### config.mk
export PLATFORM = sky130hd
export DESIGN_NAME = regfile_mp
export DESIGN_NICKNAME = d
export VERILOG_FILES = /design/src/rtl/regfile_pkg.sv /design/src/rtl/regfile_scoreboard.sv /design/src/rtl/regfile_mp.sv
export SDC_FILE = /design/constraint.sdc
export NUM_CORES = 2
export LEC_CHECK = 0
export CORE_MARGIN = 2
export CORE_UTILIZATION = 35
export CTS_CLUSTER_DIAMETER = 60
export DETAILED_ROUTE_END_ITERATION = 10
export GPL_TIMING_DRIVEN = 0
export PLACE_DENSITY = 0.56
export SYNTH_ARGS = -nofsm -noshare
export SYNTH_HDL_FRONTEND = slang
export SYNTH_SLANG_ARGS = --single-unit
### constraint.sdc
create_clock -name clk -period 1.8 [get_ports clk]
set_clock_uncertainty 0.05 [all_clocks]
set_input_delay 0.27 -clock clk [delete_from_list [all_inputs] [get_ports clk]]
set_output_delay 0.27 -clock clk [all_outputs]
set_load 0.005 [all_outputs]
### src/rtl/regfile_pkg.sv
// Shared constants and types for the decode-stage register file.
package regfile_pkg;

  localparam int REGFILE_DATA_W = 32;
  localparam int REGFILE_ADDR_W = 5;

  typedef logic [REGFILE_ADDR_W-1:0] reg_addr_t;
  typedef logic [REGFILE_DATA_W-1:0] reg_data_t;

endpackage

### src/rtl/regfile_scoreboard.sv
// Busy-bit scoreboard: one pending-write flag per register, registered per-port lookup.
// Optional macro REGFILE_BYPASS_EN: a port reading the register being written sees post-edge busy.
module regfile_scoreboard
  import regfile_pkg::*;
#(
  parameter int ADDR_W   = REGFILE_ADDR_W,
  parameter int NUM_RD   = 2,
  parameter int ZERO_REG = 1
) (
  input  logic                     clk,
  input  logic                     rst_n,
  input  logic                     wr_en,
  input  logic [ADDR_W-1:0]        wr_addr,
  input  logic                     set_en,
  input  logic [ADDR_W-1:0]        set_addr,
  input  logic [NUM_RD*ADDR_W-1:0] rd_addr,
  output logic [NUM_RD-1:0]        rd_busy
);

  localparam int DEPTH = 1 << ADDR_W;

  logic [DEPTH-1:0] busy;
  logic [DEPTH-1:0] busy_nxt;
  logic             clr_ok;
  logic             set_ok;

  assign clr_ok = wr_en  && !((ZERO_REG != 0) && (wr_addr  == '0));
  assign set_ok = set_en && !((ZERO_REG != 0) && (set_addr == '0));

  // Set is applied last so a new producer overrides the retiring one on the same register.
  always_comb begin
    busy_nxt = busy;
    if (clr_ok) busy_nxt[wr_addr]  = 1'b0;
    if (set_ok) busy_nxt[set_addr] = 1'b1;
  end

  always_ff @(posedge clk or negedge rst_n) begin
    if (!rst_n) busy <= '0;
    else        busy <= busy_nxt;
  end

  for (genvar i = 0; i < NUM_RD; i++) begin : g_port
    logic [ADDR_W-1:0] addr;
    logic              b_nxt;
    logic              b_q;

    assign addr = rd_addr[i*ADDR_W +: ADDR_W];

    always_comb begin
      b_nxt = busy[addr];
`ifdef REGFILE_BYPASS_EN
      if (clr_ok && (wr_addr == addr)) b_nxt = busy_nxt[addr];
`endif
      if ((ZERO_REG != 0) && (addr == '0)) b_nxt = 1'b0;
    end

    always_ff @(posedge clk or negedge rst_n) begin
      if (!rst_n) b_q <= 1'b0;
      else        b_q <= b_nxt;
    end

    assign rd_busy[i] = b_q;
  end

endmodule

### src/rtl/regfile_mp.sv
// Multi-read-port register file with registered reads and a busy scoreboard.
// Optional macro REGFILE_BYPASS_EN: same-edge write data is forwarded to matching read ports.
module regfile_mp
  import regfile_pkg::*;
#(
  parameter int DATA_W   = REGFILE_DATA_W,
  parameter int ADDR_W   = REGFILE_ADDR_W,
  parameter int NUM_RD   = 2,
  parameter int ZERO_REG = 1
) (
  input  logic                     clk,
  input  logic                     rst_n,
  input  logic                     wr_en,
  input  logic [ADDR_W-1:0]        wr_addr,
  input  logic [DATA_W-1:0]        wr_data,
  input  logic [NUM_RD*ADDR_W-1:0] rd_addr,
  output logic [NUM_RD*DATA_W-1:0] rd_data,
  output logic [NUM_RD-1:0]        rd_busy,
  input  logic                     set_en,
  input  logic [ADDR_W-1:0]        set_addr
);

  localparam int DEPTH = 1 << ADDR_W;

  logic [DATA_W-1:0] mem [DEPTH];
  logic              wr_ok;

  assign wr_ok = wr_en && !((ZERO_REG != 0) && (wr_addr == '0));

  // Storage is flop-based so the whole array clears asynchronously on reset.
  always_ff @(posedge clk or negedge rst_n) begin
    if (!rst_n)     mem <= '{default: '0};
    else if (wr_ok) mem[wr_addr] <= wr_data;
  end

  for (genvar i = 0; i < NUM_RD; i++) begin : g_rd
    logic [ADDR_W-1:0] addr;
    logic [DATA_W-1:0] d_nxt;
    logic [DATA_W-1:0] d_q;

    assign addr = rd_addr[i*ADDR_W +: ADDR_W];

    always_comb begin
      d_nxt = mem[addr];
`ifdef REGFILE_BYPASS_EN
      if (wr_ok && (wr_addr == addr)) d_nxt = wr_data;
`endif
      if ((ZERO_REG != 0) && (addr == '0)) d_nxt = '0;
    end

    always_ff @(posedge clk or negedge rst_n) begin
      if (!rst_n) d_q <= '0;
      else        d_q <= d_nxt;
    end

    assign rd_data[i*DATA_W +: DATA_W] = d_q;
  end

  regfile_scoreboard #(
    .ADDR_W   (ADDR_W),
    .NUM_RD   (NUM_RD),
    .ZERO_REG (ZERO_REG)
  ) u_scoreboard (
    .clk      (clk),
    .rst_n    (rst_n),
    .wr_en    (wr_en),
    .wr_addr  (wr_addr),
    .set_en   (set_en),
    .set_addr (set_addr),
    .rd_addr  (rd_addr),
    .rd_busy  (rd_busy)
  );

endmodule

==> impl_results.md <==
- RSZ-0062 raised after global routing: yes
- Clk sinks: approximately 1,100
- Post-synth top flop: dfrtp_1
- Sequential area share after synthesis: 0.485
- Number of max-cap violations: 1
- Post-synth EDFFs: 0
- Clk Latency, worst-skew pair: just under 0.8 ns
- Ports: 122
- First-pass GRT wire length: 313,000 um
- Mapped Avg Cell Area: 15.2 sq um
- # setup viols final: 67
- Hold crit path type: in2async
- Tcrit/Tclk final: 1.11
- Synth top area share: 0.485
- Fin cells: about 6,400
- Initial DRC Count: roughly 4,600
- Mapped Nets: 3,853
- Slew Viols, Final: 11
- Area Growth Syn to Fin: 18.9%
- Max VDD drop: roughly 1 mV
- Routed wl met2: approximately 98,000 um
- Wire length per cell: between 30 and 40 um
- Asr flop ratio synth: 1.00
- End of the worst register-to-register path: g_rd[0].d_q[14]
- Core footprint: 165,000 sq um
- Post-DRT Antenna Nets: 0
- Initial antenna violation count: 20
- Initial Utilization: 0.351
- CP Cell Sequence: mux4_2, nor2b_4, a211oi_4, a311oi_4
- CTS buffer count: 134
- Met1 wire length: just over 90,000 um
- Worst slack at placement: -2.51 ns
- Fraction of layout cells with a size suffix above 1: 0.526
- Placed cell area: a little over 60,000 sq um
- Crit path arrival time: 2.49 ns
- Total number of yosys warnings: 0
- Clk Tree Root Cell: clkbuf_16
- Leak: between 20 and 30 nW
- Synth top cells by count: dfrtp_1, mux2_2, mux4_2, clkbuf_1, mux2i_1
- Total Power: about 77 mW
- Highest routed layer: met5
- Number of distinct library cells after synthesis: 48
- Area of the multi-input gates: approximately 29,000 sq um
- Status: complete, but fails checks
- CP startpoint: mem[910]
- Chip Height: ~400 um
- Hold WS: -0.482 ns
- Synth area leader: dfrtp_1
- Global-route usage over all layers: 0.264
- Post-Route WL: roughly 220,000 um
- DR vias/cell: between 6 and 7
- Hold violation total from the final report: between 200 and 300
- WS Path Type: reg2reg
- Die Footprint: 169,000 sq um
- Slowest cell on crit path: a211oi_4
- Via Count: ~40,000
- Clk buf depth: 3
- Met3 WL post-DR: 23,500 um
- Die W: just over 400 um
- GP Congestion: around 0.97
- Failing checks: hold timing, capacitance limit, slew limit, setup timing
- Slew at the pin with the worst max-slew slack: 1.55 ns
- Reg2reg start: mem[910]
- Register-to-Register Path Depth: 4
- Post-Syn Area: about 58,000 sq um
- TritonCTS clock tree: yes
- Total area of sequential cells: about 28,000 sq um
- Hpwl dp: 157,000 um
- F_max: roughly 500 MHz
- Most frequent cell after synthesis: dfrtp_1
- Synth top area cells: dfrtp_1, mux2_2, mux4_2
- Worst setup EP type: flip-flop
- CTS Hold Bufs: 6
- Slowest stage delay, CP: between 0.5 and 0.6 ns
- Final setup margin: -0.206 ns
- Mapped Cells: approximately 3,800
- Critical path required time: 2.28 ns
- Fin area: between 60,000 and 70,000 sq um
- Setup tns final: -3.48 ns
- Drt pass-1 iters: 6
- DRC viols: 0
- Nets: between 4,000 and 5,000
- H-tree levels: 4
- Row cnt: 149
- Inst Count DP: about 6,000
- Min Clock Period, post-route: around 2.0 ns
- Max transition margin: -0.0344
- Vias in the first global route: approximately 40,000
- Reg clk slew, reported paths: 0.06 ns
- Largest net degree at the start of global routing: 141
- Total grt overflow: 0
- PortBufs: ~110
- Final-layout fill cell count: approximately 15,000
- Crit path max fanout: 3
- Crit start category: flip-flop
- Power Density: about 1100 nW/um^2
- Core Util, Final: 0.418
- Yosys reg bits: 1,122
- R2R setup slack: -0.21 ns
[final cells by class]
type,instances,share of cell area
Timing Repair Buffer,143,0.0242
Antenna cell,5,0.000182
Clock inverter,38,0.00597
Tap cell,2189,0.0398
Multi-Input combinational cell,2230,0.423
Buffer,437,0.0401
Clock buffer,199,0.0583
Sequential cell,1122,0.408
Inverter,3,0.000218
[cell families after synthesis]
kind of cell | count (synthesis) | share of synthesized area
muxes | 1685 | 0.414
buffers and inverters | 445 | 0.0371
and+or+nand+nor | 155 | 0.0146
DFF | 1122 | 0.485
AOI/OAI and AO/OA | 390 | 0.0491
[cells in the final DEF (no fill, tap or decap), types with 16 or more instances in the layout]
| cell type | instances |
|---|---|
| nor2_4 | 19 |
| clkbuf_1 | 187 |
| clkdlybuf4s15_2 | 20 |
| buf_6 | 29 |
| buf_2 | 75 |
| mux2_1 | 21 |
| a221o_1 | 18 |
| o21ai_1 | 52 |
| nand2_1 | 43 |
| a211oi_2 | 18 |
| clkinv_2 | 18 |
| clkbuf_8 | 31 |
| dfrtp_1 | 1121 |
| mux2i_1 | 177 |
| a221oi_1 | 39 |
| o21ai_0 | 34 |
| mux2_2 | 1003 |
| clkdlybuf4s50_1 | 36 |
| a22oi_1 | 57 |
| clkbuf_16 | 144 |
| buf_12 | 16 |
| a311oi_2 | 18 |
| buf_4 | 83 |
| nor2b_1 | 30 |
| o21ai_2 | 16 |
| clkbuf_4 | 24 |
| dlygate4sd2_1 | 57 |
| clkbuf_2 | 44 |
| mux4_2 | 462 |
[report_power, final]
| group | internal (mW) | switching (mW) |
|---|---|---|
| clock network | 16.4 | 11.2 |
| registers | 30.0 | 3.63 |
| logic | 8.95 | 7.27 |
[state kept, by name (all words and copies together), names as in the netlist]
register and cells:
u_scoreboard.g_port.b_q 2, mem 1024, g_rd.d_q 64, u_scoreboard.busy 32
[worst max path at each step]
stage	depth (start not counted)	to
3_5_place_dp	7	g_rd[1].d_q[20]
5_1_grt	4	g_rd[0].d_q[14]
3_3_place_gp	1	mem[905]
4_1_cts	4	g_rd[0].d_q[14]
6_report	4	g_rd[0].d_q[14]
2_1_floorplan	6	g_rd[0].d_q[18]
[timing repair]
action	in CTS	in global routing
endpoints found under the setup margin	1506	900
pin swaps	49	40
setup buffers	10	4
gates cloned	3	3
endpoints found under the hold margin	190	165
resized for setup	560	112
[per-layer routing]
layer  vias up  track usage
met5         -            0
met4        14        0.106
met3       463       0.0907
met2      1955        0.388
met1     21400        0.357
li1      15300            -
[worst max-delay path, delay by kind of cell, from the launching register on]
kind / cells / cell delay, ns
flip-flops: 1 / 0.39
multiplexers: 1 / 0.49
AO/OA/AOI/OAI: 2 / 0.68
AND/OR/NAND/NOR: 1 / 0.15
(Power assumes the default switching activity.)
